$ cat config.mk
export PLATFORM = sky130hd
export DESIGN_NAME = cp0_v2_flat
export DESIGN_NICKNAME = d
export VERILOG_FILES = /design/src/rtl/cp0_pkg.sv /design/src/rtl/cp0_v2_if.sv /design/src/rtl/cp0_timer.sv /design/src/rtl/cp0_v2.sv /design/src/flat_wrapper.sv
export SDC_FILE = /design/constraint.sdc
export NUM_CORES = 1
export LEC_CHECK = 0
export ABC_AREA = 0
export CORE_MARGIN = 4
export CORE_UTILIZATION = 25
export CTS_BUF_LIST = sky130_fd_sc_hd__clkbuf_4
export DETAILED_ROUTE_END_ITERATION = 12
export PLACE_DENSITY = 0.45
export SLEW_MARGIN = 20
export SYNTH_ARGS = -nofsm -noshare
export SYNTH_HDL_FRONTEND = slang
export SYNTH_SLANG_ARGS = --single-unit
$ cat constraint.sdc
create_clock -name clk -period 2.74 [get_ports clk]
set_input_delay 0.411 -clock clk [delete_from_list [all_inputs] [get_ports clk]]
set_output_delay 0.411 -clock clk [all_outputs]
set_load 0.02 [all_outputs]
$ cat src/rtl/cp0_pkg.sv
// Shared constants for the second-generation coprocessor 0.
// Holds register addresses, SR/Cause field positions and exception codes
// used by cp0_v2 and cp0_timer.
package cp0_pkg;

    localparam int unsigned DATA_W = 32;
    localparam int unsigned ADDR_W = 5;
    localparam int unsigned EXC_W  = 5;

    // CP0 register numbers
    localparam logic [ADDR_W-1:0] REG_BADVADDR = 5'd8;
    localparam logic [ADDR_W-1:0] REG_COUNT    = 5'd9;
    localparam logic [ADDR_W-1:0] REG_COMPARE  = 5'd11;
    localparam logic [ADDR_W-1:0] REG_SR       = 5'd12;
    localparam logic [ADDR_W-1:0] REG_CAUSE    = 5'd13;
    localparam logic [ADDR_W-1:0] REG_EPC      = 5'd14;
    localparam logic [ADDR_W-1:0] REG_PRID     = 5'd15;

    // SR field positions
    localparam int unsigned SR_IE    = 0;
    localparam int unsigned SR_EXL   = 1;
    localparam int unsigned SR_IM_LO = 8;

    // Cause field positions
    localparam int unsigned CAUSE_BD     = 31;
    localparam int unsigned CAUSE_TI     = 30;
    localparam int unsigned CAUSE_IP_LO  = 8;
    localparam int unsigned CAUSE_EXC_LO = 2;

    // Bit positions inside the 8-bit IP/IM field
    localparam int unsigned IP_SW_LO = 0;
    localparam int unsigned IP_HW_LO = 2;
    localparam int unsigned IP_TI    = 7;

    typedef enum logic [EXC_W-1:0] {
        EXC_INT  = 5'd0,
        EXC_ADEL = 5'd4,
        EXC_ADES = 5'd5,
        EXC_RI   = 5'd10,
        EXC_OV   = 5'd12
    } exc_code_e;

    // Restart address: a delay-slot instruction restarts at its branch.
    function automatic logic [DATA_W-1:0] restart_pc(input logic [DATA_W-1:0] pc,
                                                     input logic in_ds);
        return in_ds ? (pc - DATA_W'(4)) : pc;
    endfunction

endpackage

$ cat src/rtl/cp0_v2_if.sv
// Pipeline <-> CP0 connection bundle.
// master: pipeline side (drives access/commit info, receives int_req/epc/rd).
// slave : CP0 side.
interface cp0_v2_if #(
    parameter int unsigned N_HWINT = 5
) ();

    logic [4:0]         ra;
    logic [31:0]        rd;
    logic               we;
    logic [4:0]         wa;
    logic [31:0]        wd;
    logic [31:0]        pc;
    logic               in_ds;
    logic [4:0]         exc_code_in;
    logic               bad_vaddr_vld;
    logic [31:0]        bad_vaddr_in;
    logic [N_HWINT-1:0] hw_int;
    logic               eret;
    logic               int_req;
    logic [31:0]        epc_out;
    logic               timer_irq;

    modport master (
        output ra, we, wa, wd, pc, in_ds, exc_code_in,
               bad_vaddr_vld, bad_vaddr_in, hw_int, eret,
        input  rd, int_req, epc_out, timer_irq
    );

    modport slave (
        input  ra, we, wa, wd, pc, in_ds, exc_code_in,
               bad_vaddr_vld, bad_vaddr_in, hw_int, eret,
        output rd, int_req, epc_out, timer_irq
    );

endinterface

$ cat src/rtl/cp0_timer.sv
// Count/Compare timer with prescaler and timer-interrupt flag.
// Ports: clk, reset_n (sync, active-low); i_cnt_we / i_cmp_we write strobes
// with shared data i_wd; o_count, o_compare current values; o_ti timer flag.
module cp0_timer
    import cp0_pkg::*;
#(
    parameter int unsigned CNT_DIV_LOG2 = 1
) (
    input  logic              clk,
    input  logic              reset_n,
    input  logic              i_cnt_we,
    input  logic              i_cmp_we,
    input  logic [DATA_W-1:0] i_wd,
    output logic [DATA_W-1:0] o_count,
    output logic [DATA_W-1:0] o_compare,
    output logic              o_ti
);

    localparam int unsigned PRE_W = (CNT_DIV_LOG2 == 0) ? 1 : CNT_DIV_LOG2;

    logic [PRE_W-1:0]  r_presc;
    logic [DATA_W-1:0] r_count;
    logic [DATA_W-1:0] r_compare;
    logic              r_ti;
    logic              w_tick;
    logic [PRE_W-1:0]  w_presc_nxt;

    // Count advances when the prescaler wraps; with no division it advances every clock.
    always_comb begin
        w_tick      = 1'b1;
        w_presc_nxt = '0;
        if (CNT_DIV_LOG2 != 0) begin
            w_tick      = (r_presc == {PRE_W{1'b1}});
            w_presc_nxt = r_presc + PRE_W'(1);
        end
    end

    // Register writes take precedence over the free-running update.
    always_ff @(posedge clk) begin
        if (!reset_n) begin
            r_presc   <= '0;
            r_count   <= '0;
            r_compare <= '1;
            r_ti      <= 1'b0;
        end else begin
            if (i_cnt_we) begin
                r_count <= i_wd;
                r_presc <= '0;
            end else begin
                r_presc <= w_presc_nxt;
                if (w_tick) begin
                    r_count <= r_count + DATA_W'(1);
                end
            end

            if (i_cmp_we) begin
                r_compare <= i_wd;
                r_ti      <= 1'b0;
            end else if (r_count == r_compare) begin
                r_ti <= 1'b1;
            end
        end
    end

    assign o_count   = r_count;
    assign o_compare = r_compare;
    assign o_ti      = r_ti;

endmodule

$ cat src/rtl/cp0_v2.sv
// Coprocessor 0, second generation: SR, Cause, EPC, PRId, BadVAddr and a
// Count/Compare timer; raises int_req to the pipeline controller.
// Ports: clk, reset_n (sync, active-low); bus (cp0_v2_if.slave) carrying
// mfc0/mtc0 access, M-stage commit info, hw_int lines, eret, and the
// int_req / epc_out / timer_irq / rd results.
module cp0_v2
    import cp0_pkg::*;
#(
    parameter int unsigned N_HWINT      = 5,
    parameter int unsigned CNT_DIV_LOG2 = 1,
    parameter logic [31:0] PRID_VAL     = 32'h2037_3168,
    parameter logic [31:0] SR_RESET     = 32'h0000_FF11
) (
    input  logic       clk,
    input  logic       reset_n,
    cp0_v2_if.slave    bus
);

    logic [DATA_W-1:0]  r_sr;
    logic [DATA_W-1:0]  r_epc;
    logic [DATA_W-1:0]  r_badvaddr;
    logic               r_bd;
    logic [1:0]         r_ip_sw;
    logic [N_HWINT-1:0] r_ip_hw;
    logic [EXC_W-1:0]   r_exc_code;

    logic [DATA_W-1:0]  w_count;
    logic [DATA_W-1:0]  w_compare;
    logic               w_ti;
    logic [7:0]         w_ip;
    logic [DATA_W-1:0]  w_cause;
    logic               w_pend;
    logic               w_dev_req;
    logic               w_exc_req;
    logic               w_int_req;
    logic               w_wr_ok;
    logic               w_cnt_we;
    logic               w_cmp_we;
    logic [DATA_W-1:0]  w_rd;

    // Assemble IP: software bits, sampled hardware lines, timer in the top bit.
    always_comb begin
        w_ip                        = '0;
        w_ip[IP_SW_LO +: 2]         = r_ip_sw;
        w_ip[IP_HW_LO +: N_HWINT]   = r_ip_hw;
        w_ip[IP_TI]                 = w_ti;
    end

    assign w_cause = {r_bd, w_ti, 14'd0, w_ip, 1'b0, r_exc_code, 2'b00};

    // Request logic; eret suppresses any request in its own cycle.
    always_comb begin
        w_pend    = |(w_ip & r_sr[SR_IM_LO +: 8]);
        w_dev_req = w_pend & r_sr[SR_IE] & ~r_sr[SR_EXL];
        w_exc_req = (bus.exc_code_in != '0) & ~r_sr[SR_EXL];
        w_int_req = (w_dev_req | w_exc_req) & ~bus.eret;
    end

    // A faulting or interrupted instruction does not commit its mtc0.
    assign w_wr_ok  = bus.we & ~w_int_req;
    assign w_cnt_we = w_wr_ok & (bus.wa == REG_COUNT);
    assign w_cmp_we = w_wr_ok & (bus.wa == REG_COMPARE);

    cp0_timer #(
        .CNT_DIV_LOG2 (CNT_DIV_LOG2)
    ) u_timer (
        .clk       (clk),
        .reset_n   (reset_n),
        .i_cnt_we  (w_cnt_we),
        .i_cmp_we  (w_cmp_we),
        .i_wd      (bus.wd),
        .o_count   (w_count),
        .o_compare (w_compare),
        .o_ti      (w_ti)
    );

    // mfc0 read mux
    always_comb begin
        w_rd = '0;
        case (bus.ra)
            REG_BADVADDR: w_rd = r_badvaddr;
            REG_COUNT:    w_rd = w_count;
            REG_COMPARE:  w_rd = w_compare;
            REG_SR:       w_rd = r_sr;
            REG_CAUSE:    w_rd = w_cause;
            REG_EPC:      w_rd = r_epc;
            REG_PRID:     w_rd = PRID_VAL;
            default:      w_rd = '0;
        endcase
    end

    // Architectural state: exception entry, mtc0 writes, eret.
    always_ff @(posedge clk) begin
        if (!reset_n) begin
            r_sr       <= SR_RESET;
            r_epc      <= '0;
            r_badvaddr <= '0;
            r_bd       <= 1'b0;
            r_ip_sw    <= '0;
            r_ip_hw    <= '0;
            r_exc_code <= '0;
        end else begin
            r_ip_hw <= bus.hw_int;
            if (w_int_req) begin
                r_epc        <= restart_pc(bus.pc, bus.in_ds);
                r_bd         <= bus.in_ds;
                r_sr[SR_EXL] <= 1'b1;
                r_exc_code   <= w_exc_req ? bus.exc_code_in : EXC_W'(EXC_INT);
                if (w_exc_req && bus.bad_vaddr_vld) begin
                    r_badvaddr <= bus.bad_vaddr_in;
                end
            end else begin
                if (w_wr_ok) begin
                    case (bus.wa)
                        REG_SR:    r_sr    <= bus.wd;
                        REG_CAUSE: r_ip_sw <= bus.wd[CAUSE_IP_LO +: 2];
                        REG_EPC:   r_epc   <= bus.wd;
                        default:   ;
                    endcase
                end
                // Placed after the SR write so eret's EXL clear is final.
                if (bus.eret) begin
                    r_sr[SR_EXL] <= 1'b0;
                end
            end
        end
    end

    assign bus.rd        = w_rd;
    assign bus.int_req   = w_int_req;
    assign bus.epc_out   = r_epc;
    assign bus.timer_irq = w_ti;

endmodule

$ cat src/flat_wrapper.sv
// flat-port wrapper written by rule: the top's interface ports become plain ports
module cp0_v2_flat import cp0_pkg::*;
#(
    parameter int unsigned N_HWINT      = 5,
    parameter int unsigned CNT_DIV_LOG2 = 1,
    parameter logic [31:0] PRID_VAL     = 32'h2037_3168,
    parameter logic [31:0] SR_RESET     = 32'h0000_FF11
)
  (clk, reset_n, bus_ra, bus_we, bus_wa, bus_wd, bus_pc, bus_in_ds, bus_exc_code_in, bus_bad_vaddr_vld, bus_bad_vaddr_in, bus_hw_int, bus_eret, bus_rd, bus_int_req, bus_epc_out, bus_timer_irq);
  cp0_v2_if #(.N_HWINT(N_HWINT)) bus_i ();
  input  logic clk;
  input  logic reset_n;
  input wire logic [$bits(bus_i.ra)-1:0] bus_ra;
  input wire logic [$bits(bus_i.we)-1:0] bus_we;
  input wire logic [$bits(bus_i.wa)-1:0] bus_wa;
  input wire logic [$bits(bus_i.wd)-1:0] bus_wd;
  input wire logic [$bits(bus_i.pc)-1:0] bus_pc;
  input wire logic [$bits(bus_i.in_ds)-1:0] bus_in_ds;
  input wire logic [$bits(bus_i.exc_code_in)-1:0] bus_exc_code_in;
  input wire logic [$bits(bus_i.bad_vaddr_vld)-1:0] bus_bad_vaddr_vld;
  input wire logic [$bits(bus_i.bad_vaddr_in)-1:0] bus_bad_vaddr_in;
  input wire logic [$bits(bus_i.hw_int)-1:0] bus_hw_int;
  input wire logic [$bits(bus_i.eret)-1:0] bus_eret;
  output wire logic [$bits(bus_i.rd)-1:0] bus_rd;
  output wire logic [$bits(bus_i.int_req)-1:0] bus_int_req;
  output wire logic [$bits(bus_i.epc_out)-1:0] bus_epc_out;
  output wire logic [$bits(bus_i.timer_irq)-1:0] bus_timer_irq;
  assign bus_i.ra = bus_ra;
  assign bus_i.we = bus_we;
  assign bus_i.wa = bus_wa;
  assign bus_i.wd = bus_wd;
  assign bus_i.pc = bus_pc;
  assign bus_i.in_ds = bus_in_ds;
  assign bus_i.exc_code_in = bus_exc_code_in;
  assign bus_i.bad_vaddr_vld = bus_bad_vaddr_vld;
  assign bus_i.bad_vaddr_in = bus_bad_vaddr_in;
  assign bus_i.hw_int = bus_hw_int;
  assign bus_i.eret = bus_eret;
  assign bus_rd = bus_i.rd;
  assign bus_int_req = bus_i.int_req;
  assign bus_epc_out = bus_i.epc_out;
  assign bus_timer_irq = bus_i.timer_irq;
  cp0_v2 #(.N_HWINT(N_HWINT), .CNT_DIV_LOG2(CNT_DIV_LOG2), .PRID_VAL(PRID_VAL), .SR_RESET(SR_RESET)) u_core (.clk(clk), .reset_n(reset_n), .bus(bus_i));
endmodule
Yosys cells after proc, flatten, opt, wreduce, memory -nomap -nowiden
Cells that the tools add are included.
{"block": "word_totals", "regBits": 175, "in_bits": 122, "output_inout_bits": 66, "wordCells": 68}
{"block": "classes", "add_sub_neg": 3, "n_eq_ne": 13, "mux": 12, "n_bitwise": 13, "n_reduce_logical": 15}
{"op": "one-hot mux 32 bit (7 select lines)", "count": 1}
{"op": "2-to-1 mux 32 bit", "count": 6}
{"op": "equality test 5 x 4 -> 1 bit, second input constant", "count": 12}
{"op": "adder 32 x 1 -> 32 bit, second input constant", "count": 1}
{"op": "equality test 32 bit", "count": 1}
{"op": "subtractor 32 x 3 -> 32 bit, second input constant", "count": 1}
{"op": "AND 8 bit", "count": 1}
{"op": "OR reduction 8 bit", "count": 1}
{"op": "AND 1 bit", "count": 7}
{"op": "AND reduction 2 bit", "count": 3}
{"op": "AND reduction 3 bit", "count": 2}
{"op": "nonzero test 2 bit", "count": 3}
{"op": "nonzero test 3 bit", "count": 2}
{"op": "2-to-1 mux 5 bit", "count": 1}
{"op": "nonzero test 5 bit", "count": 1}
{"op": "2-to-1 mux 2 bit", "count": 2}
{"op": "inverter 1 bit", "count": 4}
{"op": "OR reduction 2 bit", "count": 2}
{"op": "2-to-1 mux 1 bit", "count": 2}
{"op": "adder 1 bit, second input constant", "count": 1}
{"op": "logical AND 1 bit", "count": 1}
{"op": "bitwise OR 1 bit", "count": 1}

Logic depth before layout (Yosys ltp)
Gate-level depths: netlist of run 1.
{"block": "logic_depth", "ltp_word": 11, "mapped_depth": 8}

By module
A second synthesis of run 1 with hierarchy kept.
{"block": "unflattened", "cells_unflattened": 1085, "hier_area_um2": 9117.5}
{"mod": "cp0_v2", "n_inst": 1, "cells_per_inst": 726, "area_each_um2": 5889.4}
{"mod": "cp0_timer", "n_inst": 1, "cells_per_inst": 359, "area_each_um2": 3228.1}

Worst setup path after synthesis of run 1
Ideal clock, no wire load.
{"block": "synth_path", "path_type": "input to output", "from": "input bus_exc_code_in[0]", "to": "output bus_int_req", "t_arrival_ns": 1.954, "required_ns": 2.329, "path_slack_ns": 0.375, "stages": 6, "path_buffers": 2, "path_cell_list": "or4_1 o21a_1 a21oi_2 inv_2 clkbuf_1 clkbuf_1"}
{"block": "synth_via", "elab_chain_len": 4}
{"item": "from (decl)", "line": "flat_wrapper.sv:19", "rtl": "input wire logic [$bits(bus_i.exc_code_in)-1:0] bus_exc_code_in;"}
{"item": "nonzero test 5 bit", "line": "cp0_v2.sv:55", "rtl": "w_exc_req = (bus.exc_code_in != '0) & ~r_sr[SR_EXL];"}
{"item": "AND 1 bit", "line": "cp0_v2.sv:55"}
{"item": "bitwise OR 1 bit", "line": "cp0_v2.sv:56", "rtl": "w_int_req = (w_dev_req | w_exc_req) & ~bus.eret;"}
{"item": "AND 1 bit", "line": "cp0_v2.sv:56"}
{"item": "to (decl)", "line": "flat_wrapper.sv:25", "rtl": "output wire logic [$bits(bus_i.int_req)-1:0] bus_int_req;"}
Every way passes these cells.

Worst setup path in the final report of run 1
{"block": "layout_path", "from": "input bus_ra[4]", "to": "output bus_rd[30]"}
{"block": "layout_via", "elab_chain_len": 2, "elab_cells_between_ends": 8}
{"item": "from (decl)", "line": "flat_wrapper.sv:13", "rtl": "input wire logic [$bits(bus_i.ra)-1:0] bus_ra;"}
{"item": "equality test 5 x 4 -> 1 bit", "line": "cp0_v2.sv:80", "rtl": "case (bus.ra)"}
{"item": "one-hot mux 32 bit (7 select lines) (*)", "line": "cp0_v2.sv:80"}
{"item": "to (decl)", "line": "flat_wrapper.sv:24", "rtl": "output wire logic [$bits(bus_i.rd)-1:0] bus_rd;"}
Mark *: on every way between the ends. The rest lies on a longest branch, timed or not.

==> summary.md, run 1 <==
| Metric | Value |
|---|---|
| Commonest non-fill, non-tap cell in the layout | `dfxtp_1` |
| DRT iter0 DRCs | `944` |
| Worst path required time | `2.33 ns` |
| CTS tree | `done` |
| Vias in the first global route | `9663` |
| Largest net degree at the start of global routing | `104` |
| Syn Nets | `1288` |
| Synth warnings | `0` |
| Area Growth Syn to Fin | `37.3%` |
| DP Worst Slack | `-0.705 ns` |
| Avg WL per Cell | `23.8 um` |
| Dpl hpwl | `32900 um` |
| First-pass GRT wire length | `65100 um` |
| Initial antenna violation count | `1` |
| Clk_skew | `0.0259 ns` |
| Lkg Pwr | `4.36 nW` |
| Cell variety after synth | `55` |
| Fraction of layout cells with a size suffix above 1 | `17.4%` |
| Synth Cell Area | `9360 um^2` |
| Seq cells post-synth | `175` |
| Gp weighted congestion | `0.912` |
| Fin. max-slew vios | `0` |
| Port buffer count | `187` |
| FF/Latch Area | `3500 um^2` |
| Psw | `1.76 mW` |
| H-tree depth | `4` |
| MaxCap Viol Count | `0` |
| Setup CP Type | `primary input to output pin` |
| Initial Utilization | `25.4%` |
| WHS | `0.190 ns` |
| Main synth FF type | `dfxtp_1` |
| Mapped Cells | `1164` |
| Seq/Total Area, Yosys | `37.4%` |
| Max VDD drop | `0.228 mV` |
| CTS buffer count | `17` |
| Fillcell total | `3938` |
| Final min period | `2.71 ns` |
| Power Density | `427 nW/um^2` |
| Reg2reg setup slack | `0.37 ns` |
| Nets | `1500` |
| Worst-Skew Late Latency | `0.62 ns` |
| Total track usage | `21.2%` |
| Hold Crit Class | `primary input to flip-flop` |
| Post-synth ARST share | `0%` |
| Total wire length after detailed routing | `44300 um` |
| Core Box Area | `36800 um^2` |
| Multi-input gate area | `5540 um^2` |
| Fin. Hold Viols | `0` |
| Max clock buf depth | `2` |
| Vias | `10000` |
| Die footprint | `40600 um^2` |
| Total Neg Setup Slack | `0 ns` |
| DRC | `0` |
| Pwr Total | `5.49 mW` |
| Via density | `5.40` |
| Die height | `201 um` |
| Final WS setup | `0.0259 ns` |
| EDFF count, synth | `0` |
| Worst-path clk slew | `0.15 ns` |
| Clk network pwr share | `28.2%` |
| Crit share post-route | `99.1%` |
| Max-slew headroom | `54.3%` |
| FP Rows | `70` |
| CP Capture Type | `output pin` |
| Clk sink count | `175` |
| Run status | `complete, no violations` |
| Setup crit start kind | `primary input` |
| Largest fanout on the critical path | `6` |
| Most frequent cells in the layout | `dfxtp_1, clkdlybuf4s50_1, nand3_1` |
| Comb power frac | `21.7%` |
| Worst EP arrival | `2.30 ns` |
| P_int | `3.73 mW` |
| Fmax | `368 MHz` |
| Synth Area per Inst | `8.04 um^2` |
| Detail Route Antenna Nets | `0` |
| Slew at the pin with the worst max-slew slack | `0.679 ns` |
| Sw Ratio | `32.1%` |
| Sequential power share | `50.1%` |
| I/O pin count | `188` |
| Final Setup Violations | `0` |
| Die X | `201 um` |
| Router iterations before antenna repair | `8` |
| Congestion Overflow GR | `0` |
| Root Buffer | `clkbuf_4` |
## power groups by stage
stage,Sequential (mW),Clock (mW),Combinational (mW)
2_1_floorplan,2.81,0,0.443
3_3_place_gp,2.81,0,1.18
3_5_place_dp,2.80,0,1.18
4_1_cts,2.75,1.59,1.18
5_1_grt,2.76,1.69,1.27
6_report,2.75,1.55,1.19
## registers in the layout, indices dropped and copies added (netlist names)
signal and flops:
u_core.bus.epc_out 32, u_core.r_badvaddr 32, u_core.r_bd 1, u_core.r_exc_code 5, u_core.r_ip_hw 5, u_core.r_ip_sw 2
u_core.r_sr 32, u_core.u_timer.o_compare 32, u_core.u_timer.o_count 32, u_core.u_timer.o_ti 1, u_core.u_timer.r_presc 1
## final cells by class
cell class              instances  share of cell area [%]
well taps                     468                    4.56
repair buffers                303                    22.5
clock inverters                14                    1.12
flip-flops and latches        175                    27.3
diodes                          1                  0.0195
clock buffers                  18                    1.05
inverters                       9                   0.273
multi-input cells             870                    43.2
## synthesized netlist by cell type (25+ instances only)
| master | instances | area [um^2] |
|---|---|---|
| a211oi_1 | 41 | 308 |
| a21oi_1 | 90 | 450 |
| a22oi_1 | 34 | 255 |
| clkbuf_1 | 94 | 353 |
| dfxtp_1 | 175 | 3500 |
| mux2i_1 | 25 | 250 |
| nand2_1 | 115 | 432 |
| nand3_1 | 120 | 601 |
| nand4_1 | 25 | 156 |
| nor2_1 | 38 | 143 |
| nor3_1 | 56 | 280 |
| o21ai_0 | 79 | 395 |
| xnor2_1 | 73 | 639 |
## per-layer routing
layer  routed length (um)  up-vias  track usage (%)
met5                    0        -                0
met4                 1030        0             5.83
met3                 2670       49             3.71
met2                19800      383             32.7
met1                20800     4892             30.4
li1                     -     4703                -
## worst max-delay path: stages
cell and delay [ns]:
clkdlybuf4s50_1 0.43, or3b_4 0.44, nor2_4 0.13, buf_6 0.14, buf_4 0.12, a22oi_1 0.08, o211ai_1 0.33, buf_4 0.21
## final timing paths
path / to / startpoint / depth (start not counted)
setup reg to reg: u_core.u_timer.o_count[21] / u_core.r_sr[15] / 8
setup / recovery: bus_rd[30] / bus_ra[4] / 8
hold reg to reg: u_core.r_badvaddr[13] / u_core.r_badvaddr[13] / 2
hold / removal: u_core.bus.epc_out[31] / reset_n / 4
## stage by stage
step                utilization, %  instance area, um^2  cells
finish                        34.9                12800   1858
global route                  34.9                12800   1858
CTS                           34.7                12800   1853
detailed placement            33.9                12500   1820
global placement              33.9                12500   1820
floorplan                        -                 9360   1164
## repair_timing
| action | CTS | global route |
|---|---|---|
| setup endpoints to repair | 33 | 32 |
| pin swaps | 2 | 5 |
| buffers inserted | 1 | 3 |
| cloned | 0 | 1 |
| hold buffers | 0 | 0 |
| resized for setup | 134 | 45 |
## kinds of logic after synthesis
logic type	count (synthesis)	share of synthesized area (%)
simple gates	417	22.1
compound gates	318	21.9
fa+ha+maj	2	0.267
buf+inv	119	4.91
flops	175	37.4
xor+xnor	86	8.05
mux	47	5.32
No activity file was read; power rests on OpenSTA's default activity.
==> run 2, diff against run 1 <==
--- a/config.mk
+++ b/config.mk
@@ -8,7 +8,6 @@
 export ABC_AREA = 0
 export CORE_MARGIN = 4
 export CORE_UTILIZATION = 25
-export CTS_BUF_LIST = sky130_fd_sc_hd__clkbuf_4
 export DETAILED_ROUTE_END_ITERATION = 12
 export PLACE_DENSITY = 0.45
 export SLEW_MARGIN = 20
==> summary.md, run 2 (same netlist as run 1, synthesis figures left out) <==
| Metric | Value |
|---|---|
| DRC | `0` |
| Vias | `10100` |
| CTS buffer count | `17` |
| Max-slew headroom | `50.8%` |
| Fraction of layout cells with a size suffix above 1 | `17.2%` |
| Fin. Hold Viols | `0` |
| Nets | `1499` |
| Cells after DPL | `1820` |
| Sequential power share | `42.8%` |
| CP Capture Type | `output pin` |
| Initial Utilization | `25.4%` |
| Root Buffer | `clkbuf_16` |
| Clk_skew | `0.0102 ns` |
| Vias in the first global route | `9688` |
| ANT cells | `0` |
| Run status | `complete, no violations` |
| Hold Crit Class | `primary input to flip-flop` |
| Avg WL per Cell | `23.9 um` |
| FF-to-FF Start | `u_core.r_sr[15]` |
| Total wire length after detailed routing | `44300 um` |
| Power Density | `489 nW/um^2` |
| DRT iter0 DRCs | `815` |
| Util after Layout | `35.7%` |
| Setup CP Type | `primary input to output pin` |
| MaxCap Viol Count | `0` |
| Port buffer count | `187` |
| Detail Route Antenna Nets | `0` |
| Commonest non-fill, non-tap cell in the layout | `dfxtp_1` |
| Die X | `201 um` |
| Reg2reg setup slack | `0.42 ns` |
| FF/Latch Area | `3500 um^2` |
| Crit path cell chain | `clkdlybuf4s50_1, or3b_4, nor2_4, buf_6, buf_4, a22oi_1, o211ai_1, buf_4` |
| Via density | `5.43` |
| Sw Ratio | `29.2%` |
| Worst hold stages | `4` |
| First-pass GRT wire length | `65100 um` |
| Fin cells | `1856` |
| Total Neg Setup Slack | `0 ns` |
| P_int | `4.54 mW` |
| Congestion Overflow GR | `0` |
| Slew at the pin with the worst max-slew slack | `0.731 ns` |
| Final min period | `2.72 ns` |
| CP max stage delay | `0.44 ns` |
| HP Start | `reset_n` |
| CP dominant cell by count | `buf_4` |
| Max VDD drop | `0.295 mV` |
| Fmax | `368 MHz` |
| Fillcell total | `3893` |
| Max clock buf depth | `2` |
| Lkg Pwr | `4.49 nW` |
| Largest net degree at the start of global routing | `104` |
| Worst-Skew Late Latency | `0.44 ns` |
| Largest fanout on the critical path | `6` |
| WHS | `0.384 ns` |
| Crit-path leading delay family | `buffers and inverters` |
| Clk network pwr share | `38.7%` |
| Multi-input gate area | `5540 um^2` |
| CTS tree | `done` |
| Fin. max-slew vios | `0` |
| Total track usage | `21.2%` |
| FP Rows | `70` |
| Worst-path clk slew | `0.07 ns` |
| Router iterations before antenna repair | `7` |
| Reg-to-Reg End | `u_core.u_timer.o_count[21]` |
| Initial antenna violation count | `0` |
| Psw | `1.87 mW` |
| Final Setup Violations | `0` |
| Crit path buf inv count | `4` |
| Die height | `201 um` |
| Comb power frac | `18.5%` |
| Setup crit start kind | `primary input` |
| Dpl cell area | `12500 um^2` |
| Most frequent cells in the layout | `dfxtp_1, clkdlybuf4s50_1, nand3_1` |
| Gp weighted congestion | `0.912` |
| Clk sink count | `175` |
| Worst path required time | `2.33 ns` |
| Slowest-stage cell, CP | `or3b_4` |
| Final instance area | `13100 um^2` |
| I/O pin count | `188` |
| Dpl hpwl | `32900 um` |
| Worst EP arrival | `2.31 ns` |
| WHS Endpoint | `u_core.bus.epc_out[31]` |
| H-tree depth | `4` |
| Area Growth Syn to Fin | `40.3%` |
| R2r worst-path depth | `7` |
| Die footprint | `40600 um^2` |
| Crit share post-route | `99.2%` |
| Core Box Area | `36800 um^2` |
-- run 2: power by group through the flow --
stage,registers (mW),logic (mW),clock network (mW)
final,2.75,1.19,2.48
after detailed placement,2.80,1.18,0
after CTS,2.75,1.18,2.52
after floorplan,2.81,0.443,0
after global routing,2.76,1.26,2.63
after global placement,2.81,1.18,0
-- run 2: cell type report --
| type | count | share of cell area (%) |
|---|---|---|
| Multi-Input combinational cell | 870 | 42.2 |
| Sequential cell | 175 | 26.7 |
| Timing Repair Buffer | 302 | 22.0 |
| Tap cell | 468 | 4.46 |
| Clock buffer | 19 | 3.37 |
| Clock inverter | 13 | 1.07 |
| Inverter | 9 | 0.267 |
-- run 2: per-stage QoR --
step                      power, mW  worst slack, ns
after global placement         3.99           -0.692
after floorplan                3.25            0.375
after detailed placement       3.98           -0.705
after global routing           6.64          -0.0113
after CTS                      6.45          -0.0932
final                          6.42           0.0220
-- run 2: per-layer routing --
layer | vias to the layer above | routed length (um) | global-route usage (%)
met3 | 47 | 3060 | 3.71
li1 | 4694 | - | -
met5 | - | 0 | 0
met4 | 0 | 1010 | 6.13
met1 | 4925 | 20400 | 30.3
met2 | 405 | 19800 | 32.7
-- run 2: repair_timing --
| action | in CTS | in global routing |
|---|---|---|
| buffers inserted | 0 | 3 |
| pin swaps | 1 | 6 |
| setup endpoints to repair | 33 | 32 |
| hold buffers | 0 | 0 |
| cloned | 0 | 1 |
| resized for setup | 133 | 45 |
-- run 2: worst max path at each step --
stage                             from          end  slack, ns  depth (start not counted)
floorplan           bus_exc_code_in[0]  bus_int_req       0.38                          6
global placement             bus_ra[3]    bus_rd[3]      -0.69                          7
finish                       bus_ra[4]   bus_rd[30]       0.02                          8
global route                 bus_ra[4]   bus_rd[14]      -0.01                         10
detailed placement           bus_ra[3]    bus_rd[3]      -0.70                          7
CTS                          bus_ra[3]   bus_rd[14]      -0.09                         10
-- run 2: worst min-delay path, cell delays in order --
cell      delay, ns
buf_2          0.13
clkinv_2       0.06
or4_1          0.10
nand3_1        0.07
==> run 3, diff against run 2 <==
--- a/config.mk
+++ b/config.mk
@@ -6,6 +6,7 @@
 export NUM_CORES = 1
 export LEC_CHECK = 0
 export ABC_AREA = 0
+export CAP_MARGIN = 15
 export CORE_MARGIN = 4
 export CORE_UTILIZATION = 25
 export DETAILED_ROUTE_END_ITERATION = 12
@@ -13,4 +14,5 @@
 export SLEW_MARGIN = 20
 export SYNTH_ARGS = -nofsm -noshare
 export SYNTH_HDL_FRONTEND = slang
+export SYNTH_HIERARCHICAL = 1
 export SYNTH_SLANG_ARGS = --single-unit
==> summary.md, run 3 <==
| Metric | Value |
|---|---|
| H-tree depth | `4` |
| Fraction of layout cells with a size suffix above 1 | `12.4%` |
| Synth Area per Inst | `8.40 um^2` |
| Commonest cells in the netlist | `nand2_1, dfxtp_1, mux2i_1` |
| Total track usage | `18.9%` |
| Commonest non-fill, non-tap cell in the layout | `nand2_1` |
| Die X | `199 um` |
| Crit share post-route | `97.0%` |
| Largest family of logic cells by synthesized area | `simple AND/OR/NAND/NOR gates` |
| Most frequent cells in the layout | `nand2_1, dfxtp_1, clkdlybuf4s50_1` |
| First-pass GRT wire length | `56300 um` |
| Dpl hpwl | `29300 um` |
| Main synth FF type | `dfxtp_1` |
| Area Growth Syn to Fin | `38.1%` |
| Syn Nets | `1209` |
| Worst-path clk slew | `0.07 ns` |
| Fin cells | `1778` |
| Final Setup Violations | `0` |
| I/O pin count | `188` |
| Vias | `8875` |
| Cells after DPL | `1745` |
| Initial antenna violation count | `2` |
| Detail Route Antenna Nets | `0` |
| Fin. max-slew vios | `0` |
| Synth area leader | `dfxtp_1` |
| Die height | `199 um` |
| Synth Cell Area | `9120 um^2` |
| Hold-fix buffers, CTS | `0` |
| Lkg Pwr | `5.09 nW` |
| Core Box Area | `35700 um^2` |
| Final instance area | `12600 um^2` |
| Congestion Overflow GR | `0` |
| Power Density | `473 nW/um^2` |
| Cell variety after synth | `50` |
| Fillcell total | `3807` |
| Final min period | `2.66 ns` |
| Count leader, synth | `nand2_1` |
| Router iterations before antenna repair | `5` |
| EDFF count, synth | `0` |
| Fin. Hold Viols | `0` |
| ANT cells | `0` |
| Worst EP arrival | `2.25 ns` |
| CTS tree | `done` |
| Largest fanout on the critical path | `3` |
| CTS buffer count | `17` |
| Post-Synth XOR/XNOR Area | `8.65%` |
| Setup CP Type | `flip-flop to output pin` |
| Setup crit start kind | `flip-flop` |
| Mapped Cells | `1085` |
| Fmax | `376 MHz` |
| CP Capture Type | `output pin` |
| Seq cells post-synth | `175` |
| Vias in the first global route | `8711` |
| Top-area cell type share of the netlist area | `38.4%` |
| Post-synth ARST share | `0%` |
| Gp weighted congestion | `0.850` |
| Clk sink count | `175` |
| Avg WL per Cell | `21.4 um` |
| Total wire length after detailed routing | `38000 um` |
| Total Neg Setup Slack | `0 ns` |
| RSZ-0062 raised after global routing | `yes` |
| Synth Area in Adders | `0.274%` |
| DRC | `0` |
| Initial Utilization | `25.5%` |
| Seq/Total Area, Yosys | `38.4%` |
| Run status | `complete, no violations` |
| Die footprint | `39600 um^2` |
| Dpl cell area | `12100 um^2` |
| Via density | `4.99` |
| Synth Area in Compound Gates | `18.2%` |
| Synth Area in Simple Gates | `22.3%` |
| Mux contribution to synthesized area | `8.56%` |
| Slew at the pin with the worst max-slew slack | `0.513 ns` |
| Max-slew headroom | `65.3%` |
| Largest cells by area after synthesis | `dfxtp_1, nand2_1, mux2i_1, xnor2_1, a22oi_1` |
| Synth warnings | `6` |
| Clk_skew | `0.00861 ns` |
| Worst-Skew Late Latency | `0.44 ns` |
| Port buffer count | `187` |
| FP Rows | `69` |
| Root Buffer | `clkbuf_16` |
| Worst path required time | `2.33 ns` |
| Largest net degree at the start of global routing | `115` |
| Nets | `1428` |
| Max VDD drop | `0.404 mV` |
| Hold Crit Class | `primary input to flip-flop` |
| MaxCap Viol Count | `0` |
| Max clock buf depth | `2` |
| DRT iter0 DRCs | `752` |
run 3: cell count changes after synthesis, moves of 17 or more:
cell      previous run  this run
xor2_1              13        33
a21boi_0             0        36
clkbuf_1            94        68
mux2i_1             25        78
o211a_1              3        27
a22oi_1             34        54
o21ai_0             79        62
a211oi_1            41         0
a21oi_1             90        30
nand2_1            115       224
mux2_2              22         0
nand3_1            120        49
nor2_1              38        20
nor3_1              56        24
run 3: per-layer routing:
layer	vias up	global-route usage [%]	wire length (um)
met4	4	4.81	598
met3	32	3.54	1950
li1	4332	-	-
met2	250	28.5	16800
met1	4257	27.9	18600
met5	-	0	26
run 3: area by class of cell:
class | count | area, um^2 | share of cell area [%]
inverters | 4 | 15.0 | 0.119
multi-input cells | 826 | 5360 | 42.6
well taps | 461 | 577 | 4.58
clock inverters | 13 | 88.8 | 0.705
clock buffers | 19 | 433 | 3.44
flip-flops and latches | 175 | 3500 | 27.8
repair buffers | 280 | 2620 | 20.8
run 3: report_power, final:
group	internal [mW]	total [mW]	switching (mW)	leakage (nW)
Combinational	0.463	0.974	0.511	3.41
Sequential	2.64	2.74	0.105	1.43
Clock	1.16	2.25	1.09	0.257
run 3: final timing paths:
check | from | end | slack, ns | cells after the start
worst max-delay path | u_core/r_sr[15] | bus_int_req | 0.08 | 5
worst min-delay path | reset_n | u_core/u_timer/o_compare[12] | 0.31 | 2
worst max register to register | u_core/r_sr[15] | u_core/u_timer/o_count[30] | 0.29 | 10
worst min register to register | u_core/r_badvaddr[3] | u_core/r_badvaddr[3] | 0.47 | 2
run 3: repair_timing:
item	in CTS	in global routing
pin swaps	5	5
gates cloned	0	0
hold endpoints to repair	0	0
setup buffers	1	0
resized for setup	83	22
setup endpoints to repair	32	24
run 3: cell families (layout without fill, tap and decap cells):
kind of cell,after synthesis,after routing
compound gates,236,236
xor+xnor,90,90
fa+ha+maj,2,2
buf+inv,84,316
flops,175,175
mux,78,78
simple gates,420,420
run 3: stage by stage:
stage	hold WS (ns)	utilization, %	setup WS, ns	total power, mW
2_1_floorplan	0.441	-	0.0540	3.17
3_3_place_gp	0.454	33.9	-0.412	3.78
3_5_place_dp	0.457	33.9	-0.452	3.78
4_1_cts	0.302	35.3	-0.0608	6.04
5_1_grt	0.321	35.2	-0.0103	6.23
6_report	0.308	35.2	0.0835	5.96
run 3: worst max-delay path, cell delays in order (launching register included):
cell and delay [ns]:
dfxtp_1 0.34, a22oi_1 0.36, and4_1 0.28, o21a_2 0.22, inv_1 0.08, clkdlybuf4s50_1 0.54
